===== src/rtl/frame_max_min_tracker.sv =====
// Per-frame max/min tracker: resolves each frame's max, min, first max index and max count
// over FRAME_LEN unsigned samples, and returns the result through a valid/ready handshake.
module frame_max_min_tracker #(
  parameter int WIDTH     = 8,
  parameter int FRAME_LEN = 16,
  parameter int IDX_W     = 4
) (
  input  logic             clk,
  input  logic             rst_n,
  input  logic             start,
  input  logic             in_valid,
  input  logic [WIDTH-1:0] in_data,
  output logic             in_ready,
  output logic             out_valid,
  input  logic             out_ready,
  output logic [WIDTH-1:0] out_max,
  output logic [WIDTH-1:0] out_min,
  output logic [IDX_W-1:0] out_max_idx,
  output logic [IDX_W:0]   out_max_cnt,
  output logic             busy
);

  // state   | meaning
  // IDLE    | waiting for start, no sample or result traffic
  // COLLECT | accepting samples k = 0 .. FRAME_LEN-1
  // RESULT  | frame result presented until out_ready
  typedef enum logic [1:0] {IDLE, COLLECT, RESULT} state_e;
  typedef enum logic [1:0] {CMP_L, CMP_E, CMP_G} cmp_e;

  state_e           state_q;
  logic [IDX_W-1:0] k_q;
  logic [WIDTH-1:0] max_q, max_d;
  logic [WIDTH-1:0] min_q, min_d;
  logic [IDX_W-1:0] idx_q, idx_d;
  logic [IDX_W:0]   cnt_q, cnt_d;
  logic [WIDTH-1:0] out_max_q, out_min_q;
  logic [IDX_W-1:0] out_idx_q;
  logic [IDX_W:0]   out_cnt_q;
  cmp_e             cmp_max, cmp_min;
  logic             accept, last;

  // MSB-first unsigned magnitude compare: the first differing bit decides.
  function automatic cmp_e mag_cmp(input logic [WIDTH-1:0] a, input logic [WIDTH-1:0] b);
    cmp_e r;
    r = CMP_E;
    for (int i = WIDTH - 1; i >= 0; i--) begin
      if (r == CMP_E && a[i] != b[i]) r = a[i] ? CMP_G : CMP_L;
    end
    return r;
  endfunction

  assign cmp_max = mag_cmp(in_data, max_q);
  assign cmp_min = mag_cmp(in_data, min_q);
  assign accept  = (state_q == COLLECT) && in_valid;
  assign last    = (k_q == IDX_W'(FRAME_LEN - 1));

  always_comb begin
    max_d = max_q;
    min_d = min_q;
    idx_d = idx_q;
    cnt_d = cnt_q;
    if (k_q == '0) begin
      max_d = in_data;
      min_d = in_data;
      idx_d = '0;
      cnt_d = (IDX_W+1)'(1);
    end else begin
      case (cmp_max)
        CMP_G: begin
          max_d = in_data;
          idx_d = k_q;
          cnt_d = (IDX_W+1)'(1);
        end
        CMP_E:   cnt_d = cnt_q + (IDX_W+1)'(1);
        default: ;
      endcase
      if (cmp_min == CMP_L) min_d = in_data;
    end
  end

  always_ff @(posedge clk or negedge rst_n) begin
    if (!rst_n) begin
      state_q   <= IDLE;
      k_q       <= '0;
      max_q     <= '0;
      min_q     <= '0;
      idx_q     <= '0;
      cnt_q     <= '0;
      out_max_q <= '0;
      out_min_q <= '0;
      out_idx_q <= '0;
      out_cnt_q <= '0;
    end else begin
      case (state_q)
        IDLE: begin
          if (start) begin
            state_q <= COLLECT;
            k_q     <= '0;
          end
        end
        COLLECT: begin
          if (accept) begin
            max_q <= max_d;
            min_q <= min_d;
            idx_q <= idx_d;
            cnt_q <= cnt_d;
            k_q   <= k_q + IDX_W'(1);
            // Publish the final-sample update directly so the result is valid one cycle later.
            if (last) begin
              state_q   <= RESULT;
              out_max_q <= max_d;
              out_min_q <= min_d;
              out_idx_q <= idx_d;
              out_cnt_q <= cnt_d;
            end
          end
        end
        RESULT: begin
          if (out_ready) begin
            state_q <= start ? COLLECT : IDLE;
            k_q     <= '0;
          end
        end
        default: state_q <= IDLE;
      endcase
    end
  end

  assign in_ready    = (state_q == COLLECT);
  assign out_valid   = (state_q == RESULT);
  assign busy        = (state_q != IDLE);
  assign out_max     = out_max_q;
  assign out_min     = out_min_q;
  assign out_max_idx = out_idx_q;
  assign out_max_cnt = out_cnt_q;

endmodule


===== config.mk =====
export PLATFORM = sky130hd
export DESIGN_NAME = frame_max_min_tracker
export DESIGN_NICKNAME = d
export VERILOG_FILES = /design/src/rtl/frame_max_min_tracker.sv
export SDC_FILE = /design/constraint.sdc
export NUM_CORES = 1
export LEC_CHECK = 0
export ABC_AREA = 1
export BUFFER_PORTS_ARGS = -buffer_cell sky130_fd_sc_hd__buf_2
export CAP_MARGIN = 15
export CORE_UTILIZATION = 36
export DETAILED_ROUTE_END_ITERATION = 6
export SLEW_MARGIN = 20
export SYNTH_ARGS = -nofsm -noshare
export SYNTH_HDL_FRONTEND = slang
export SYNTH_SLANG_ARGS = --single-unit

===== constraint.sdc =====
create_clock -name clk -period 3.6 [get_ports clk]
set_input_delay 0 -clock clk [delete_from_list [all_inputs] [get_ports clk]]
set_output_delay 0 -clock clk [all_outputs]
set_load 0.01 [all_outputs]

# Word-level counts from Yosys, hierarchy flattened
# Cells that the tools add are included.
# totals
input_bits	13
regBits	56
wordCells	117
output_inout_bits	28
# classes
add_sub_neg	2
n_mux	42
eq_ne	39
n_reduce_logical	24
# op_table
cell	count
2-bit 2-to-1 mux	28
2-bit by 1-bit == test with 1-bit output (second input constant)	16
8-bit 2-to-1 mux	4
4-bit 2-to-1 mux	5
1-bit != test	16
1-bit logical AND	15
4-bit one-hot mux with 3 select lines	1
5-bit one-hot mux with 2 select lines	1
4-bit AND reduction	2
2-bit by 1-bit != test with 1-bit output (second input constant)	3
2-bit one-hot mux with 3 select lines	1
5-bit by 1-bit adder with 5-bit output (second input constant)	1
5-bit 2-to-1 mux	1
4-bit by 1-bit adder with 4-bit output (second input constant)	1
2-bit == test (second input constant)	2
4-bit == test (second input constant)	1
2-bit zero test	2
4-bit zero test	1
3-bit AND reduction	1
3-bit nonzero test	1
2-bit != test (second input constant)	1
2-bit AND reduction	1
2-bit nonzero test	1
1-bit 2-to-1 mux	1

# Longest topological paths before layout
# depth
depth_word	26
ltp_mapped	23
depth_no_buf	22

# Worst setup path before layout
# OpenSTA, ideal clock, no wires.
# synth_timing
path_type	flip-flop to flip-flop
from	register max_q[7]
to	register cnt_q[3]
required_time_ps	3517
setup_slack_ps	880
synth_period_minus_slack_ps	2720
n_path_buf	1
t_arrival_ps	2637
setup_time_ps	83
stages_incl_launch_ff	21
path_cell_list	dfrtp_1 > inv_1 > ha_1 > a21boi_2 > nand2_1 > and2_1 > nand3_1 > nand2_1 > inv_1 > nand2_1 > inv_1 > nand2_1 > inv_1 > nand2_1 > ha_1 > clkbuf_1 > nor2_1 > nor2_1 > a21boi_0 > o21ai_0 > o21ai_0
# synth_via
elab_chain_cells	26
elab_cells_between_ends	27
cone_classes	10 x eq/ne; 10 x mux; 7 x reduce/logical
# synth_rtl
item	line_no	source
start: declaration	32	logic [WIDTH-1:0] max_q, max_d;
start signal: assignment	103	max_q <= max_d;
1-bit != test *	47	if (r == CMP_E && a[i] != b[i]) r = a[i] ? CMP_G : CMP_L;
2-bit 2-to-1 mux *	47	
2-bit by 1-bit == test with 1-bit output	47	
1-bit logical AND	47	
2-bit 2-to-1 mux *	47	
2-bit by 1-bit == test with 1-bit output	47	
1-bit logical AND	47	
2-bit 2-to-1 mux *	47	
[10 not listed]	--	
1-bit logical AND	47	
2-bit 2-to-1 mux *	47	
2-bit by 1-bit == test with 1-bit output	47	
1-bit logical AND	47	
2-bit 2-to-1 mux *	47	
2-bit by 1-bit == test with 1-bit output or 2-bit == test (tied branches)	68	case (cmp_max)
5-bit one-hot mux with 2 select lines *	68	
5-bit 2-to-1 mux *	62	if (k_q == '0) begin
end signal: assignment	106	cnt_q <= cnt_d;
end: declaration	35	logic [IDX_W:0] cnt_q, cnt_d;
# Mark *: on every way between the ends. The rest lies on a longest branch, timed or not.
# A chain may end at the register's enable or synchronous reset.

# Worst setup path in the final report
# layout_timing
from	register max_q[7]
to	register cnt_q[0]
# Same word-level chain as after synthesis.

==> run_results.csv <==
group,metric,value,unit
clocking,numClockSinks,56,
sta,maxSlewViolCount,0,
logic_synthesis,async_reset_ff_share,100.0,%
sta,period_share,85.21,%
clocking,htreeDepth,2,
worst_setup_path,start_kind,"register",
logic_synthesis,synthesis.nets,425,
logic_synthesis,ys_ff_latch,56,
global_routing,track_usage,15.78,%
worst_setup_path,crit_fanout,17,
min_path,hold_class,"primary input to register",
logic_synthesis,ys.flop_type,"dfrtp_1",
placed_design,dpl.hpwl,4.598,mm
routing,detail-route-antenna-nets,0,
layout,final_cell_mix,"nand2_1, dfrtp_1, inv_1",
routing,vias,2623,
logic_synthesis,synth_edf_count,0,
logic_synthesis,synthCells,405,
floorplanning,core,8217,um2
routing,drt_iter0_drc,132,
routing,via_per_inst,4.760,
placed_design,numPlacedInstances,540,
layout,layout.nets,465,
logic_synthesis,ys_seq_area_share,45.77,%
pwr,power.density,697.6,nW/um2
worst_setup_path,worst_setup_path_end_kind,"register",
pwr,total_leakage_power,1.889,nW
logic_synthesis,yosysWarningCount,0,
clocking,cts_tree,"done",
worst_setup_path,critPathRequiredTime,3790,ps
floorplanning,die_y,94.22,um
outcome,status,"completed",
job,drv_cap,0,
logic_synthesis,ys_types,34,
layout,final_cells,551,
floorplanning,dieArea,8877,um2
placed_design,portBuffers,40,
layout,final_common_cell,"nand2_1",
layout,drive_gt1_share,13.90,%
logic_synthesis,syn-cell-area,3062,um2
routing,drc_errors,0,
sta,hold_viol_final,0,
sta,setup_tns,0,ps
floorplanning,io_pins,41,
global_routing,grt.overflow.total,0,
floorplanning,start_util,37.26,%
clocking,clkLatencyLatePin,320,ps
floorplanning,die_w,94.22,um
routing,first_pass_iters,4,
sta,finClkSkew,9.530,ps
worst_setup_path,crit_type,"register to register",
sta,worst_slew_pin_slew,1055,ps
sta,finalSetupViolCount,0,
clocking,numCtsBuffers,5,
worst_setup_path,worstPathArrival,3260,ps
clocking,root_buffer,"clkbuf_8",
placed_design,routabilityCongestion,0.7907,
sta,max_freq,326.0,MHz
clocking,clockBufferDepth,2,
logic_synthesis,avgSynthCellArea,7.560,um2
routing,routedWlPerCell,11.77,um
layout,diodes,0,
sta,grt_setup_unrepaired,"no",
clocking,clkTransAtPathRegs,110,ps
pwr,ir_drop,0.0002376,V
routing,totalWireLength,6.486,mm
layout,fin_util,42.35,%
global_routing,antenna_found_initial,0,
global_routing,grt_max_degree,57,
layout,synthToLayoutAreaGrowth,13.65,%
sta,relSlewSlack,29.60,%
floorplanning,rows,33,
global_routing,grt_first_pass_wirelength,11.07,mm
global_routing,grt_pass1_vias,2376,
sta,post-route-min-period,3068,ps
[metal layers]
layer	part of all wire (%)	up-vias	track usage (%)
met5	0	-	0
met4	1.2	0	4.231
met3	3.2	6	2.994
met1	52	1204	22.91
li1	-	1375	-
met2	43	38	23.79
[layout make-up]
class                      count  area [um2]
clock buffer                   5       68.82
clock inverter                 3       23.77
fill                         849        4737
inverter                      53       198.9
multi-input combinational    284        1410
sequential                    56        1401
tap                          105       131.4
timing repair buffer          45       245.2
[report_power, final]
part           switching (mW)  internal (mW)  total [mW]
Combinational           0.758          0.425        1.18
Sequential              0.108          0.776       0.884
Clock                   0.222          0.138       0.360
[final timing paths]
kind	startpoint	to	slack, ps	cells after the start
max reg2reg	max_q[7]$_DFFE_PN0P_	cnt_q[0]$_DFFE_PN0P_	530	19
max	max_q[7]$_DFFE_PN0P_	cnt_q[0]$_DFFE_PN0P_	530	19
min	in_data[7]	out_min[7]$_DFFE_PN0P_	60	5
min in group asynchronous	rst_n	out_min[6]$_DFFE_PN0P_	340	3
min reg2reg	out_min[1]$_DFFE_PN0P_	out_min[1]$_DFFE_PN0P_	480	2
max in group asynchronous	rst_n	k_q[3]$_DFFE_PN0P_	2790	3
[cells in the mapped netlist (2+ instances only)]
| library cell | instances | area, um2 |
|---|---|---|
| xor2_1 | 7 | 61.31 |
| nor2_1 | 14 | 52.55 |
| mux2_2 | 4 | 45.04 |
| o22ai_1 | 4 | 25.02 |
| nand2_2 | 2 | 12.51 |
| dfrtp_1 | 56 | 1401 |
| nand2_1 | 137 | 514.2 |
| buf_2 | 5 | 25.02 |
| o211ai_1 | 2 | 15.01 |
| ha_1 | 7 | 87.58 |
| inv_1 | 52 | 195.2 |
| a21oi_1 | 5 | 25.02 |
| nand3_1 | 44 | 220.2 |
| a21o_1 | 2 | 15.01 |
| o21ai_0 | 32 | 160.2 |
| o21ai_1 | 8 | 40.04 |
| clkbuf_1 | 7 | 26.28 |
[sequential cells by signal, indices dropped and copies added, names as in the netlist, 4 cells and up]
| register | count |
|---|---|
| min_q | 8 |
| max_q | 8 |
| out_max_idx | 4 |
| out_min | 8 |
| out_max_cnt | 5 |
| idx_q | 4 |
| k_q | 4 |
| cnt_q | 5 |
| out_max | 8 |
[per-stage QoR]
step / power, mW / cell area, um2 / worst slack (ps) / hold slack [ps]
floorplan: 1.825 / 3062 / 880.5 / -295.6
global placement: 2.037 / 3357 / 688.3 / 191.7
detailed placement: 2.078 / 3357 / 564.3 / 193.3
CTS: 2.448 / 3480 / 541.7 / 48.67
global route: 2.669 / 3480 / 199.0 / 94.13
finish: 2.427 / 3480 / 532.5 / 59.99
[logic make-up after synthesis]
group	count (synthesis)	share of synthesized area, %
simple gates	206	28.32
buf+inv	65	8.173
compound gates	59	11.12
flops	56	45.77
xor+xnor	8	2.289
fa+ha+maj	7	2.861
mux	4	1.471
[critical path, stage by stage, from the launching register on]
cell and delay (ps):
dfrtp_1 330, inv_1 60, ha_1 320, a21boi_2 230, nand2_1 90, and2_1 170, nand3_1 90, nand2_1 50
inv_1 70, nand2_1 50, inv_1 70, nand2_1 50, inv_1 50, nand2_1 70, ha_1 270, or2_1 460
a211oi_1 270, a31oi_1 80, nand2_1 80, o21ai_0 100
[repair_timing]
item	in CTS	in global routing
endpoints found under the hold margin	58	0
buffers inserted	0	0
gates resized for setup	0	0
hold buffers	3	0
setup endpoints to repair	0	0
Note: power is estimated with default switching activity, not from simulation.
